--- src/rtl/lc3b_stage_reg_pkg.sv ---
// Shared types for lc3b pipeline stage registers: stage FSM states and the EX/MEM payload layout.
// No logic; the one helper maps a stage state to its entry count.
// Backpressure: not applicable.
package lc3b_stage_reg_pkg;

    typedef enum logic [1:0] {
        STG_EMPTY = 2'd0,
        STG_ONE   = 2'd1,
        STG_FULL  = 2'd2
    } lc3b_stage_state;

    typedef struct packed {
        logic [15:0] pc;
        logic [15:0] alu_out;
        logic [15:0] sr1_data;
        logic [15:0] sr2_data;
        logic [15:0] mem_addr;
        logic [15:0] offset;
        logic [2:0]  dest;
        logic [28:0] ctrl;
    } lc3b_exmem_payload;

    localparam int EXMEM_PAYLOAD_W = $bits(lc3b_exmem_payload);
    // mem_addr sits above offset (16), dest (3) and ctrl (29)
    localparam int EXMEM_ADDR_LSB  = 48;

    function automatic logic [1:0] stage_occupancy(input lc3b_stage_state s);
        case (s)
            STG_ONE:  return 2'd1;
            STG_FULL: return 2'd2;
            default:  return 2'd0;
        endcase
    endfunction

endpackage

--- src/rtl/lc3b_stage_reg_if.sv ---
// Valid/ready bus between a pipeline producer, a stage register and its consumer.
// Slave modport is the stage register side; master is the surrounding pipeline.
// Backpressure: up_ready/dn_ready carry it in each direction.
interface lc3b_stage_reg_if #(
    parameter int PAYLOAD_W = 128,
    parameter int ADDR_W    = 16
);
    logic                 up_valid;
    logic                 up_ready;
    logic [PAYLOAD_W-1:0] up_data;
    logic                 flush;
    logic                 load_addr;
    logic [ADDR_W-1:0]    next_addr;
    logic                 dn_valid;
    logic                 dn_ready;
    logic [PAYLOAD_W-1:0] dn_data;

    modport master (
        output up_valid, up_data, flush, load_addr, next_addr, dn_ready,
        input  up_ready, dn_valid, dn_data
    );

    modport slave (
        input  up_valid, up_data, flush, load_addr, next_addr, dn_ready,
        output up_ready, dn_valid, dn_data
    );

endinterface

--- src/rtl/lc3b_sat_counter.sv ---
// Saturating up-counter with synchronous clear.
// Latency: count updates on the clock edge after inc.
// Backpressure: none; holds at all-ones.
module lc3b_sat_counter #(
    parameter int WIDTH = 16
) (
    input  logic             clk,
    input  logic             clear,
    input  logic             inc,
    output logic [WIDTH-1:0] cnt
);

    always_ff @(posedge clk) begin
        if (clear) begin
            cnt <= '0;
        end else if (inc && (cnt != {WIDTH{1'b1}})) begin
            cnt <= cnt + 1'b1;
        end
    end

endmodule

--- src/rtl/lc3b_stage_reg.sv ---
// Pipeline stage register with optional 2-entry skid, flush-to-bubble and head address rewrite.
// Latency: 1 cycle from accept to dn_valid when empty; strict FIFO order.
// Backpressure: up_ready registered (SKID=1) or ~dn_valid|dn_ready combinational (SKID=0).
module lc3b_stage_reg
    import lc3b_stage_reg_pkg::*;
#(
    parameter int PAYLOAD_W = 128,
    parameter int ADDR_W    = 16,
    parameter int ADDR_LSB  = 16,
    parameter int SKID      = 1
) (
    input  logic                clk,
    input  logic                reset,
    lc3b_stage_reg_if.slave     bus,
    output logic [1:0]          occupancy,
    output logic [15:0]         bubble_cnt
);

    if (ADDR_LSB + ADDR_W > PAYLOAD_W) begin : g_bad_addr_field
        $error("lc3b_stage_reg: address field exceeds payload width");
    end
    if ((SKID != 0) && (SKID != 1)) begin : g_bad_skid
        $error("lc3b_stage_reg: SKID must be 0 or 1");
    end

    lc3b_stage_state      state_q, state_d;
    logic [PAYLOAD_W-1:0] m_q, m_d;
    logic [PAYLOAD_W-1:0] s_q, s_d;
    logic                 dn_valid_w;
    logic                 accept;
    logic                 retire;
    logic                 load_ok;
    logic                 bubble_inc;

    assign dn_valid_w = (state_q != STG_EMPTY);
    assign retire     = dn_valid_w & bus.dn_ready;
    assign accept     = bus.up_valid & bus.up_ready;
    assign load_ok    = bus.load_addr & dn_valid_w & ~retire;

    assign bus.dn_valid = dn_valid_w;
    // M is forced to zero whenever the stage empties, so no output gating is needed
    assign bus.dn_data  = m_q;
    assign occupancy    = stage_occupancy(state_q);

    if (SKID == 1) begin : g_skid_ready
        logic up_ready_q;
        always_ff @(posedge clk) begin
            if (reset) begin
                up_ready_q <= 1'b1;
            end else begin
                up_ready_q <= (state_d != STG_FULL);
            end
        end
        assign bus.up_ready = up_ready_q;
    end else begin : g_comb_ready
        assign bus.up_ready = ~dn_valid_w | bus.dn_ready;
    end

    always_comb begin
        state_d = state_q;
        m_d     = m_q;
        s_d     = s_q;
        case (state_q)
            STG_EMPTY: begin
                if (accept) begin
                    state_d = STG_ONE;
                    m_d     = bus.up_data;
                end
            end
            STG_ONE: begin
                if (accept && retire) begin
                    m_d = bus.up_data;
                end else if (accept && (SKID == 1)) begin
                    state_d = STG_FULL;
                    s_d     = bus.up_data;
                end else if (retire) begin
                    state_d = STG_EMPTY;
                    m_d     = '0;
                end
            end
            STG_FULL: begin
                if (retire) begin
                    state_d = STG_ONE;
                    m_d     = s_q;
                    s_d     = '0;
                end
            end
            default: begin
                state_d = STG_EMPTY;
                m_d     = '0;
                s_d     = '0;
            end
        endcase
        // load_ok excludes retire, so m_d still holds the current head here
        if (load_ok) begin
            m_d[ADDR_LSB +: ADDR_W] = bus.next_addr;
        end
        if (bus.flush) begin
            state_d = STG_EMPTY;
            m_d     = '0;
            s_d     = '0;
        end
    end

    always_ff @(posedge clk) begin
        if (reset) begin
            state_q <= STG_EMPTY;
            m_q     <= '0;
            s_q     <= '0;
        end else begin
            state_q <= state_d;
            m_q     <= m_d;
            s_q     <= s_d;
        end
    end

    assign bubble_inc = ~dn_valid_w;

    lc3b_sat_counter #(
        .WIDTH (16)
    ) u_bubble_cnt (
        .clk   (clk),
        .clear (reset),
        .inc   (bubble_inc),
        .cnt   (bubble_cnt)
    );

endmodule

--- src/flat_wrapper.sv ---
// flat-port wrapper written by rule: the top's interface ports become plain ports
module lc3b_stage_reg_flat import lc3b_stage_reg_pkg::*;
#(
    parameter int PAYLOAD_W = 128,
    parameter int ADDR_W    = 16,
    parameter int ADDR_LSB  = 16,
    parameter int SKID      = 1
)
  (clk, reset, occupancy, bubble_cnt, bus_up_valid, bus_up_data, bus_flush, bus_load_addr, bus_next_addr, bus_dn_ready, bus_up_ready, bus_dn_valid, bus_dn_data);
  lc3b_stage_reg_if #(.PAYLOAD_W(PAYLOAD_W), .ADDR_W(ADDR_W)) bus_i ();
  input  logic clk;
  input  logic reset;
  output logic [1:0] occupancy;
  output logic [15:0] bubble_cnt;
  input wire logic [$bits(bus_i.up_valid)-1:0] bus_up_valid;
  input wire logic [$bits(bus_i.up_data)-1:0] bus_up_data;
  input wire logic [$bits(bus_i.flush)-1:0] bus_flush;
  input wire logic [$bits(bus_i.load_addr)-1:0] bus_load_addr;
  input wire logic [$bits(bus_i.next_addr)-1:0] bus_next_addr;
  input wire logic [$bits(bus_i.dn_ready)-1:0] bus_dn_ready;
  output wire logic [$bits(bus_i.up_ready)-1:0] bus_up_ready;
  output wire logic [$bits(bus_i.dn_valid)-1:0] bus_dn_valid;
  output wire logic [$bits(bus_i.dn_data)-1:0] bus_dn_data;
  assign bus_i.up_valid = bus_up_valid;
  assign bus_i.up_data = bus_up_data;
  assign bus_i.flush = bus_flush;
  assign bus_i.load_addr = bus_load_addr;
  assign bus_i.next_addr = bus_next_addr;
  assign bus_i.dn_ready = bus_dn_ready;
  assign bus_up_ready = bus_i.up_ready;
  assign bus_dn_valid = bus_i.dn_valid;
  assign bus_dn_data = bus_i.dn_data;
  lc3b_stage_reg #(.PAYLOAD_W(PAYLOAD_W), .ADDR_W(ADDR_W), .ADDR_LSB(ADDR_LSB), .SKID(SKID)) u_core (.clk(clk), .reset(reset), .bus(bus_i), .occupancy(occupancy), .bubble_cnt(bubble_cnt));
endmodule
--- config.mk ---
export PLATFORM = sky130hd
export DESIGN_NAME = lc3b_stage_reg_flat
export DESIGN_NICKNAME = d
export VERILOG_FILES = /design/src/rtl/lc3b_stage_reg_pkg.sv /design/src/rtl/lc3b_stage_reg_if.sv /design/src/rtl/lc3b_sat_counter.sv /design/src/rtl/lc3b_stage_reg.sv /design/src/flat_wrapper.sv
export SDC_FILE = /design/constraint.sdc
export NUM_CORES = 1
export LEC_CHECK = 0
export CORE_MARGIN = 1
export CORE_UTILIZATION = 54
export CTS_BUF_LIST = sky130_fd_sc_hd__clkbuf_16
export CTS_CLUSTER_SIZE = 10
export DETAILED_ROUTE_END_ITERATION = 10
export PLACE_DENSITY = 0.86
export SLEW_MARGIN = 15
export SYNTH_ARGS = -nofsm -noshare
export SYNTH_HDL_FRONTEND = slang
export SYNTH_SLANG_ARGS = --single-unit
--- constraint.sdc ---
create_clock -name clk -period 4.29 [get_ports clk]
set_input_delay 1.287 -clock clk [delete_from_list [all_inputs] [get_ports clk]]
set_output_delay 1.287 -clock clk [all_outputs]
set_load 0.005 [all_outputs]
==> reports/qor.yml <==
initial_core_util_pct: 55.51
drt_iter0_drc: 898
wl_um: 36290
final_layout_size_suffix_gt1_share_pct: 4.899
multi_input_area_mm2: 0.006676
grt_max_degree: 103
critPathKind: "register to output port"
setup_violations: 0
firstDrtPassIters: 6
synth_edf_count: 0
hp-class: "register to register"
die_area_mm2: 0.02410
cts_buffers: 31
rows: 55
place_congestion: 0.8197
die_h_um: 155.3
ant_nets: 0
clk_pin_slew_ns: 0.06
avgSynthCellArea_um2: 9.298
yosys_warnings: 0
syn_area_mm2: 0.01268
cp_slowest_stage_delay_ns: 0.72
root_buffer: "clkbuf_16"
overflow: 0
die_width_um: 155.3
worst_slack_ns: 0.8230
regArea_mm2: 0.005513
yosysSeqAreaShare_pct: 43.41
instances_no_fill: 1906
cts_tree: "done"
synthFlopType: "dfxtp_1"
m1WireLength_um: 14900
via_count: 11480
fillerInstances: 1685
fin_tns_setup_ns: 0
grt_pass1_vias: 11410
hpwlAfterDp_um: 22530
cts_resized: 0
ys_types: 49
cap_violations: 0
path_cells: "nor2b_1, buf_4, clkdlybuf4s50_1"
ir_drop_mv: 0.2761
crit_buf_inv: 2
post_drt_wl_per_cell_um: 19.04
dr_wl_met2_um: 17410
slew_violations: 0
leakagePower_nw: 5.713
syn_nets: 1515
cp_top_family: "flip-flops"
fp.coreArea_mm2: 0.02285
cp-end-kind: "output port"
post_cts_buffers: 0
cp_data_required_time_ns: 3.00
cts_max_level: 1
grt_pass1_wl_um: 58260
rsz0062_at_grt: "no"
clock-sinks: 275
cp-start-kind: "register"
worst_pin_slew_ns: 1.041
io_buffers: 297
period_minus_slack_ns: 3.467
cts.path.max_buffers: 3
vias_per_cell: 6.022
antenna_found_initial: 1
finClkSkew_ns: 0.01523
path_max_fanout: 31
finalHoldViolCount: 0
min_period_over_period_pct: 80.81
p_per_area_mw_per_mm2: 341.4
slew_headroom_pct: 30.59
async_flop_share_pct: 0
synthCells: 1364
crit_arrival_ns: 2.18
dr.max_layer_used: "met4"
area_delta_synth_final_pct: 31.34
grt_usage_pct: 29.59
pre_cts_ws_ns: 0.4946
clk_latency_ns: 0.54
slowest_stage: "dfxtp_4"
drc: 0
dp.cells: 1868
ioPinCount: 298
hold_buffers: 0
ys_ff_latch: 275
status: "finished, final reports clean"
wl_met3_um: 2499
finalNetCount: 1739
fmax_mhz: 288.4
final timing paths:
check	endpoint	cells after the start	slack [ns]	startpoint
max	occupancy[1]	3	0.82	u_core.state_q[1]$_SDFF_PP0_
min	u_core.bus.dn_data[64]$_SDFFE_PP0P_	1	0.48	u_core.bus.dn_data[64]$_SDFFE_PP0P_
max reg2reg	u_core.bus.dn_data[91]$_SDFFE_PP0P_	6	1.48	u_core.state_q[1]$_SDFF_PP0_
min reg2reg	u_core.bus.dn_data[64]$_SDFFE_PP0P_	1	0.48	u_core.bus.dn_data[64]$_SDFFE_PP0P_
flip-flops by register name, summed over array words and instances (netlist names):
name and flops:
u_core.bus.dn_data 128, u_core.s_q 128, u_core.u_bubble_cnt.cnt 16, u_core.bus.up_ready 1, u_core.state_q 2
synth_stat cells (8+ instances only):
cell type    n  share of area, %
buf_2       36               1.4
o2bb2ai_1   66               4.6
o21ai_0     18              0.71
nor2_1     247               7.3
nand2_1     16              0.47
a221o_1     46               3.6
a222oi_1    11              0.87
a21oi_1     22              0.87
clkbuf_1    78               2.3
and2_1     132               6.5
buf_1       15              0.44
dfxtp_1    275                43
a22oi_1    112               6.6
nor2b_1      8              0.39
mux2i_1    194                15
final cells by class:
class | instances | share of cell area (%)
diodes | 1 | 0.01502
clock buffers | 31 | 4.657
clock inverters | 6 | 0.1352
inverters | 4 | 0.09014
multi-input cells | 954 | 40.08
flip-flops and latches | 275 | 33.10
well taps | 313 | 2.351
repair buffers | 322 | 19.57
where the power goes:
group / internal (mW) / total, mW / switching (mW)
clock: 1.26 / 2.23 / 0.971
sequential: 2.62 / 2.66 / 0.0462
combinational: 0.411 / 0.790 / 0.379
routing by layer:
metal	track usage, %	vias to the layer above
li1	-	5390
met1	35.97	5551
met2	51.03	440
met3	5.404	97
met4	13.21	0
met5	0	-
cells by family after synthesis:
| group | count (synthesis) | synth area share, % |
|---|---|---|
| AO/OA/AOI/OAI | 306 | 19.11 |
| multiplexers | 197 | 15.58 |
| flip-flops | 275 | 43.41 |
| adder cells (fa/ha/maj) | 1 | 0.09864 |
| buffers and inverters | 135 | 4.440 |
| AND/OR/NAND/NOR | 450 | 17.36 |
placed cells by master, fill, tap and decap left out, types with 3 or more instances in the layout:
master           count
nand3_1              4
nor4b_1              3
mux2i_1            194
buf_12               8
clkbuf_16           31
o2bb2ai_1           66
nor2b_1              7
dfxtp_1            273
nand2_1             16
and4_1               3
o21ai_0             18
a21oi_1             22
or4_1                5
a221oi_1             5
a222oi_1            11
clkdlybuf4s50_1    297
nor3_1               5
and2_1             130
nor2_1             247
buf_4               17
inv_1                9
o211ai_1             7
o31ai_1              5
or3_1                6
nand4_1              3
mux2_2               3
a221o_1             46
a22oi_1            112
o22ai_1              6
per-stage QoR:
step / hold WS [ns] / power, mW / instance area (um2) / utilization (%)
after floorplan: 0.4601 / 3.101 / 12680 / -
after global placement: 0.4569 / 3.483 / 15860 / 69.40
after detailed placement: 0.4707 / 3.500 / 15860 / 69.40
after CTS: 0.4872 / 5.713 / 16650 / 72.90
after global routing: 0.5027 / 5.888 / 16660 / 72.91
final: 0.4832 / 5.686 / 16660 / 72.91
Note: power is estimated with default switching activity, not from simulation.
